===== config.mk =====
export PLATFORM = sky130hd
export DESIGN_NAME = ps2_scan_rx
export DESIGN_NICKNAME = d
export VERILOG_FILES = /design/src/rtl/ps2_scan_rx.sv
export SDC_FILE = /design/constraint.sdc
export NUM_CORES = 1
export LEC_CHECK = 0
export ABC_AREA = 1
export BUFFER_PORTS_ARGS = -buffer_cell sky130_fd_sc_hd__buf_2
export CAP_MARGIN = 20
export CORE_UTILIZATION = 45
export DETAILED_ROUTE_END_ITERATION = 12
export SYNTH_ARGS = -nofsm -noshare
export SYNTH_HDL_FRONTEND = slang
export SYNTH_SLANG_ARGS = --single-unit

===== constraint.sdc =====
create_clock -name clk -period 1.72 [get_ports clk]
set_input_delay 0.344 -clock clk [delete_from_list [all_inputs] [get_ports clk]]
set_output_delay 0.344 -clock clk [all_outputs]
set_load 0.03 [all_outputs]

===== src/rtl/ps2_scan_rx.sv =====
// PS/2 device-to-host receiver: sync, glitch filter, frame check, timeout.
// Optional break-code suppression is built when PS2_BREAK_FILTER_EN is defined.
module ps2_scan_rx #(
    parameter int FILTER_LEN     = 8,
    parameter int TIMEOUT_CYCLES = 50000
) (
    input  logic       clk,
    input  logic       reset,
    input  logic       ps2_clk,
    input  logic       ps2_data,
    output logic [7:0] scancode,
    output logic       enable,
    output logic       frame_err
);

    localparam int TW = $clog2(TIMEOUT_CYCLES + 1);
    localparam logic [7:0]    FLT_LAST = 8'(FILTER_LEN - 1);
    localparam logic [TW-1:0] TO_LAST  = TW'(TIMEOUT_CYCLES - 1);
    localparam logic [TW-1:0] TO_ONE   = TW'(1);

    typedef enum logic [1:0] {
        S_IDLE,
        S_DATA,
        S_PARITY,
        S_STOP
    } state_t;

    logic          r_clk_s1;
    logic          r_clk_s2;
    logic          r_dat_s1;
    logic          r_dat_s2;
    logic          r_clk_f;
    logic          r_clk_fq;
    logic [7:0]    r_flt_cnt;
    state_t        r_state;
    logic [2:0]    r_bit_cnt;
    logic [7:0]    r_shreg;
    logic          r_par;
    logic [TW-1:0] r_to_cnt;
    logic [7:0]    r_scancode;
    logic          r_enable;
    logic          r_frame_err;
`ifdef PS2_BREAK_FILTER_EN
    logic          r_brk;
`endif

    logic w_fall;
    logic w_data;
    logic w_frame_ok;

    assign w_fall     = r_clk_fq & ~r_clk_f;
    assign w_data     = r_dat_s2;
    assign w_frame_ok = w_data & (^{r_shreg, r_par});

    // Two-flop synchronisers; idle-high pins reset to 1.
    always_ff @(posedge clk or posedge reset) begin
        if (reset) begin
            r_clk_s1 <= 1'b1;
            r_clk_s2 <= 1'b1;
            r_dat_s1 <= 1'b1;
            r_dat_s2 <= 1'b1;
        end else begin
            r_clk_s1 <= ps2_clk;
            r_clk_s2 <= r_clk_s1;
            r_dat_s1 <= ps2_data;
            r_dat_s2 <= r_dat_s1;
        end
    end

    // Filtered clock follows the pin only after FILTER_LEN disagreeing cycles.
    always_ff @(posedge clk or posedge reset) begin
        if (reset) begin
            r_clk_f   <= 1'b1;
            r_clk_fq  <= 1'b1;
            r_flt_cnt <= 8'd0;
        end else begin
            r_clk_fq <= r_clk_f;
            if (r_clk_s2 != r_clk_f) begin
                if (r_flt_cnt == FLT_LAST) begin
                    r_clk_f   <= r_clk_s2;
                    r_flt_cnt <= 8'd0;
                end else begin
                    r_flt_cnt <= r_flt_cnt + 8'd1;
                end
            end else begin
                r_flt_cnt <= 8'd0;
            end
        end
    end

    // Frame FSM with timeout; a fall always beats a same-cycle timeout.
    always_ff @(posedge clk or posedge reset) begin
        if (reset) begin
            r_state     <= S_IDLE;
            r_bit_cnt   <= 3'd0;
            r_shreg     <= 8'd0;
            r_par       <= 1'b0;
            r_to_cnt    <= '0;
            r_scancode  <= 8'd0;
            r_enable    <= 1'b0;
            r_frame_err <= 1'b0;
`ifdef PS2_BREAK_FILTER_EN
            r_brk       <= 1'b0;
`endif
        end else begin
            r_enable    <= 1'b0;
            r_frame_err <= 1'b0;
            if (w_fall) begin
                r_to_cnt <= '0;
                unique case (r_state)
                    S_IDLE: begin
                        if (!w_data) begin
                            r_state   <= S_DATA;
                            r_bit_cnt <= 3'd0;
                        end
                    end
                    S_DATA: begin
                        r_shreg   <= {w_data, r_shreg[7:1]};
                        r_bit_cnt <= r_bit_cnt + 3'd1;
                        if (r_bit_cnt == 3'd7) begin
                            r_state <= S_PARITY;
                        end
                    end
                    S_PARITY: begin
                        r_par   <= w_data;
                        r_state <= S_STOP;
                    end
                    S_STOP: begin
                        r_state <= S_IDLE;
                        if (w_frame_ok) begin
`ifdef PS2_BREAK_FILTER_EN
                            if (r_shreg == 8'hF0) begin
                                r_brk <= 1'b1;
                            end else if (r_brk) begin
                                r_brk <= 1'b0;
                            end else begin
                                r_scancode <= r_shreg;
                                r_enable   <= 1'b1;
                            end
`else
                            r_scancode <= r_shreg;
                            r_enable   <= 1'b1;
`endif
                        end else begin
                            r_frame_err <= 1'b1;
`ifdef PS2_BREAK_FILTER_EN
                            r_brk       <= 1'b0;
`endif
                        end
                    end
                    default: begin
                        r_state <= S_IDLE;
                    end
                endcase
            end else if (r_state == S_IDLE) begin
                r_to_cnt <= '0;
            end else if (r_to_cnt == TO_LAST) begin
                // The increment that would reach TIMEOUT_CYCLES aborts the frame.
                r_state     <= S_IDLE;
                r_to_cnt    <= '0;
                r_bit_cnt   <= 3'd0;
                r_shreg     <= 8'd0;
                r_frame_err <= 1'b1;
`ifdef PS2_BREAK_FILTER_EN
                r_brk       <= 1'b0;
`endif
            end else begin
                r_to_cnt <= r_to_cnt + TO_ONE;
            end
        end
    end

    assign scancode  = r_scancode;
    assign enable    = r_enable;
    assign frame_err = r_frame_err;

endmodule


==> results of run 1 <==
per-stage QoR:
stage               util (%)  total power [mW]
global route            52.8              2.63
finish                  52.8              2.50
global placement        50.8              1.65
CTS                     52.7              2.55
detailed placement      50.8              1.65
floorplan                  -              1.58
worst min path at each step:
| stage | from | end | slack (ns) | depth (start not counted) |
|---|---|---|---|---|
| floorplan | r_clk_s1 | r_clk_s2 | 0.35 | 0 |
| global route | reset | r_state[1] | 0.09 | 3 |
| CTS | reset | r_shreg[7] | 0.07 | 3 |
| finish | reset | r_to_cnt[6] | 0.06 | 3 |
| detailed placement | r_clk_s1 | r_clk_s2 | 0.35 | 0 |
| global placement | r_clk_s1 | r_clk_s2 | 0.35 | 0 |
cell usage in the layout (no fill, tap or decap), types with 6 or more instances in the layout:
cell type	netlist	layout
dfstp_2	6	6
inv_1	41	40
nor2_1	33	33
inv_2	9	10
nand2_1	97	97
buf_2	1	13
dfrtp_1	48	48
nand2_2	8	8
nand4_1	15	15
o21ai_0	11	11
nand3_1	22	21
nor3_1	12	12
ha_1	8	8
cells in the mapped netlist:
cell type / instances / area, µm²
nor3_2: 1 / 10.0
buf_6: 1 / 11.3
buf_4: 1 / 7.51
nor2_2: 2 / 12.5
or2_2: 2 / 12.5
nor3b_1: 3 / 22.5
a21oi_1: 5 / 25.0
dfstp_2: 6 / 158
nand4_4: 1 / 21.3
o21ai_0: 11 / 55.1
a31oi_1: 2 / 12.5
nand4_2: 1 / 12.5
xnor2_1: 2 / 17.5
nor3_1: 12 / 60.1
nor4_2: 1 / 12.5
and3_1: 1 / 6.26
nor2_4: 4 / 45.0
nand4_1: 15 / 93.8
clkbuf_1: 2 / 7.51
nand3_2: 4 / 40.0
nand2_4: 2 / 22.5
nand2b_1: 1 / 6.26
ha_1: 8 / 100
nor3b_2: 1 / 12.5
nand2_2: 8 / 50.1
nand3_1: 22 / 110
inv_1: 41 / 154
nor4_1: 2 / 12.5
dfrtp_1: 48 / 1200
nor2_1: 33 / 124
xor2_1: 5 / 43.8
o21ai_1: 1 / 5.00
nor3_4: 1 / 16.3
buf_2: 1 / 5.00
a211oi_1: 1 / 7.51
inv_2: 9 / 33.8
nand2_1: 97 / 364
routing by layer:
layer	routed length (µm)	vias to the layer above	track usage (%)
met3	105	4	3.63
met1	2830	1070	25.6
met4	55	0	5.44
li1	-	1186	-
met5	0	-	0
met2	2420	20	29.7
layout make-up:
type	count	area (µm²)	share of cell area, %
clock buffer	5	68.8	2.14
clock inverter	3	47.5	1.48
inverter	50	188	5.83
multi-input combinational	249	1340	41.6
sequential	54	1360	42.2
tap	75	93.8	2.92
timing repair buffer	19	123	3.81
flip-flops by register name, summed over array words and instances (netlist names), 2 cells and up:
name       flops
r_state        2
r_bit_cnt      3
r_shreg        8
scancode       8
r_flt_cnt      8
r_to_cnt      16
report_power, final:
group / switching (mW) / internal (mW)
combinational: 0.170 / 0.0798
clock: 0.431 / 0.442
sequential: 0.0369 / 1.34
total: 0.638 / 1.86
kinds of logic (layout without fill, tap and decap cells):
group                      after synthesis  in the layout  synth area share (%)
AOI/OAI and AO/OA                       20             20                  3.61
xor gates and xnor gates                 7              7                  2.11
adders and majority gates                8              8                  3.44
buffers and inverters                   55             77                  7.52
DFF                                     54             54                  46.7
and+or+nand+nor                        214            214                  36.7
tightest hold or removal path, cell delays in order:
cell and delay (ns):
buf_2 0.10, inv_2 0.06, buf_12 0.25
==> impl_metrics.json, run 1 <==
{
  "setup_ws_ns": 0.106,
  "start_util_pct": 47.8,
  "hpwl_mm": 3.97,
  "num_rows": 28,
  "report.final.slew_viol_count": 0,
  "drive_gt1_share_pct": 18.9,
  "max-cap-violations": 0,
  "p_leak_nw": 1.56,
  "instances_no_fill": 455,
  "worstSetupPathType": "reg -> reg",
  "max_slew.worst_pin.slew_ns": 0.458,
  "reg2reg_depth": 8,
  "wl_per_cell_um": 11.9,
  "cts_tree": "yes",
  "grt_first_pass_wirelength_mm": 9.74,
  "die_h_um": 82.4,
  "cts_setup_buffers": 0,
  "avgSynthCellArea_um2": 8.13,
  "r2r-start": "r_to_cnt[0]",
  "tns_ns": 0,
  "cp_common_cell": "nand3_2",
  "grt.overflow.total": 0,
  "cp_max_fo": 4,
  "drt_wl_total_mm": 5.42,
  "yosysUniqueCellTypes": 37,
  "power_density_nw_per_um2": 776,
  "netlist_area_um2": 2910,
  "synth_cells": 358,
  "placed_cells": 447,
  "grt_setup_unrepaired": "yes",
  "relSlewSlack_pct": 69.2,
  "syn_to_final_growth_pct": 10.5,
  "slowest_stage": "dfrtp_1",
  "critical_path.startpoint": "r_to_cnt[0]",
  "dieArea_um2": 6800,
  "ys_ff_latch": 54,
  "clk_pin_slew_ns": 0.10,
  "finalNetCount": 391,
  "numCtsBuffers": 5,
  "fin_skew_ns": 0.0117,
  "fin_area_um2": 3220,
  "die_width_um": 82.4,
  "io_buffer_count": 13,
  "firstDrtPassIters": 4,
  "cp-endpoint": "r_to_cnt[10]",
  "place_congestion": 0.819,
  "period_needed_ns": 1.61,
  "drt_iter0_markers": 116,
  "cp_slowest_stage_delay_ns": 0.41,
  "root_buffer": "clkbuf_8",
  "cts_max_level": 2,
  "pre_cts_ws_ns": 0.113,
  "drc": 0,
  "coreArea_um2": 6100,
  "cp_num_cells": 8,
  "cts_hold_buf": 0,
  "crit_required_ns": 1.95,
  "grt_util_all_layers_pct": 18.6,
  "clock_sinks": 54,
  "max_clock_freq_ghz": 0.620,
  "setup_viol": 0,
  "synth_nets": 370,
  "critPathLaunchType": "flip-flop",
  "viasPerCell": 5.01,
  "synth.yosys.seq_area_share_pct": 46.7,
  "cts_resized": 0,
  "insertedDiodeCount": 0,
  "hold_ws_ns": 0.0575,
  "min_path_type": "in -> async",
  "ys.warnings.count": 0,
  "clockBufferDepth": 2,
  "ir_drop_v": 0.000730,
  "finalCritPeriodShare_pct": 93.8,
  "fillers": 590,
  "clk_latency_ns": 0.31,
  "place_area_um2": 3100,
  "critical_path.cell_chain": "ha_1 -> nand3_2 -> inv_2 -> nand4_1 -> nand2b_1 -> nand3_2 -> buf_4 -> nor3b_1",
  "r2r_slack_ns": 0.11,
  "top_level_ports": 14,
  "grt_max_degree": 55,
  "crit_arrival_ns": 1.84,
  "cp_top_family": "simple AND/OR/NAND/NOR gates",
  "status": "finished clean",
  "reg2reg_to": "r_to_cnt[10]",
  "hold_violations": 0,
  "route.vias.total": 2280,
  "critPathBufInv": 2,
  "postRouteAntennaNets": 0,
  "antenna_found_initial": 0,
  "worstSetupEndpointType": "flip-flop",
  "grt_pass1_vias": 2189
}
(Power assumes the default switching activity.)
==> run 2, diff against run 1 <==
--- a/config.mk
+++ b/config.mk
@@ -10,6 +10,7 @@
 export CAP_MARGIN = 20
 export CORE_UTILIZATION = 45
 export DETAILED_ROUTE_END_ITERATION = 12
+export RECOVER_POWER = 25
 export SYNTH_ARGS = -nofsm -noshare
 export SYNTH_HDL_FRONTEND = slang
 export SYNTH_SLANG_ARGS = --single-unit
==> run 2 against run 1 <==
Against the previous run:
- global-route usage is the same
- total power shrank 0.28%
- register-to-register slack is essentially flat
- sequential cell count is the same
- cell count is the same
- routed wire length shrank 0.17%
- non-clock buffer count is the same
- largest cell class unchanged
==> impl_metrics.json, run 2 (synthesis results as in run 1) <==
{
  "status": "finished clean",
  "place_congestion": 0.819,
  "max_slew.worst_pin.slew_ns": 1.33,
  "worstSetupPathType": "reg -> reg",
  "crit_required_ns": 1.94,
  "grt_setup_unrepaired": "yes",
  "syn_to_final_growth_pct": 10.0,
  "max-cap-violations": 0,
  "cts_max_level": 2,
  "largest_reg_flops": 16,
  "io_buffer_count": 13,
  "hold_violations": 0,
  "drc": 0,
  "numCtsBuffers": 5,
  "firstDrtPassIters": 4,
  "crit_arrival_ns": 1.84,
  "viasPerCell": 5.02,
  "worstSetupEndpointType": "flip-flop",
  "report.final.slew_viol_count": 0,
  "ir_drop_v": 0.000730,
  "route.vias.total": 2282,
  "p_leak_nw": 1.56,
  "grt_util_all_layers_pct": 18.6,
  "num_rows": 28,
  "regMostFlops": "r_to_cnt",
  "grt_first_pass_wirelength_mm": 9.74,
  "critical_path.cell_chain": "ha_1 -> nand3_2 -> inv_2 -> nand4_1 -> nand2b_1 -> nand3_2 -> buf_4 -> nor3b_1",
  "hpwl_mm": 3.97,
  "grt.overflow.total": 0,
  "slowest_stage": "dfrtp_1",
  "grt_pass1_vias": 2189,
  "min_path_type": "in -> reg",
  "cp_slowest_stage_delay_ns": 0.41,
  "clockBufferDepth": 2,
  "final_common_cell": "nand2_1",
  "die_h_um": 82.4,
  "max_clock_freq_ghz": 0.619,
  "start_util_pct": 47.8,
  "power_density_nw_per_um2": 778,
  "wl_per_cell_um": 11.9,
  "finalNetCount": 391,
  "clk_pin_slew_ns": 0.10,
  "drt_iter0_markers": 131,
  "setup_viol": 0,
  "insertedDiodeCount": 0,
  "dieArea_um2": 6800,
  "root_buffer": "clkbuf_8",
  "layout_common_cells": "97 x nand2_1, 48 x dfrtp_1, 41 x inv_1",
  "cp_max_fo": 4,
  "utilization_pct": 52.5,
  "critPathBufInv": 2,
  "finalCritPeriodShare_pct": 93.9,
  "cp_top_family": "simple AND/OR/NAND/NOR gates",
  "tns_ns": 0,
  "top_level_ports": 14,
  "fin_skew_ns": 0.0118,
  "finalPower_mw": 2.49,
  "relSlewSlack_pct": 11.3,
  "postRouteAntennaNets": 0,
  "fillers": 592,
  "critPathLaunchType": "flip-flop",
  "drive_gt1_share_pct": 18.7,
  "cts_tree": "yes",
  "drt_wl_total_mm": 5.41,
  "grt_max_degree": 55,
  "clk_latency_ns": 0.31,
  "die_width_um": 82.4,
  "antenna_found_initial": 0,
  "r2r_slack_ns": 0.10,
  "cp_common_cell": "nand3_2",
  "coreArea_um2": 6100,
  "period_needed_ns": 1.62,
  "clock_sinks": 54
}
-- run 2: cell types whose count changed in the layout (fill, tap and decap cells not counted) --
cell and change:
buf_12 -1, inv_2 -1, clkbuf_2 +1, inv_1 +1
-- run 2: final cells by class --
cell class / instances / area, µm² / share of cell area, %
Clock inverter: 3 / 47.5 / 1.48
Tap cell: 75 / 93.8 / 2.93
Timing Repair Buffer: 19 / 108 / 3.36
Clock buffer: 5 / 68.8 / 2.15
Multi-Input combinational cell: 249 / 1340 / 41.8
Sequential cell: 54 / 1360 / 42.4
Inverter: 50 / 188 / 5.86
-- run 2: what timing repair did --
| item | 4_1_cts | 5_1_grt |
|---|---|---|
| setup buffers | 0 | 0 |
| setup endpoints to repair | 0 | 5 |
| gates resized for setup | 0 | 1 |
| hold buffers | 0 | 0 |
-- run 2: final timing paths --
check                                  from           end  cells past startpoint
max in group asynchronous             reset   r_to_cnt[4]                      3
worst max-delay path            r_to_cnt[0]  r_to_cnt[10]                      8
worst min-delay path               ps2_data      r_dat_s1                      1
min in group asynchronous             reset   r_to_cnt[3]                      3
worst max register to register  r_to_cnt[0]  r_to_cnt[10]                      8
worst min register to register     r_clk_s1      r_clk_s2                      0
-- run 2: where the power goes --
part | total (mW) | internal (mW) | switching (mW)
Combinational | 0.245 | 0.0755 | 0.169
Sequential | 1.38 | 1.34 | 0.0369
Clock | 0.871 | 0.442 | 0.429
-- run 2: metal layers --
| metal | GRT usage, % | vias up | share of wire [%] |
|---|---|---|---|
| li1 | - | 1185 | - |
| met1 | 25.6 | 1067 | 52 |
| met2 | 29.7 | 26 | 45 |
| met3 | 3.63 | 4 | 2.7 |
| met4 | 5.44 | 0 | 1.0 |
| met5 | 0 | - | 0 |
-- run 2: metrics by stage --
stage	setup WS (ns)	cells	cell area [µm²]	hold WS, ns
after floorplan	0.0714	358	2910	0.345
after global placement	0.175	447	3100	0.346
after detailed placement	0.113	447	3100	0.347
after CTS	0.0875	455	3210	0.0713
after global routing	-0.0240	455	3200	0.0987
final	0.105	455	3200	0.121
-- run 2: worst register-to-register path: cells and delay by family (launching register included) --
| family | cells | cell delay (ns) |
|---|---|---|
| adders and majority gates | 1 | 0.24 |
| and+or+nand+nor | 5 | 0.64 |
| DFF | 1 | 0.41 |
| buffers and inverters | 2 | 0.23 |
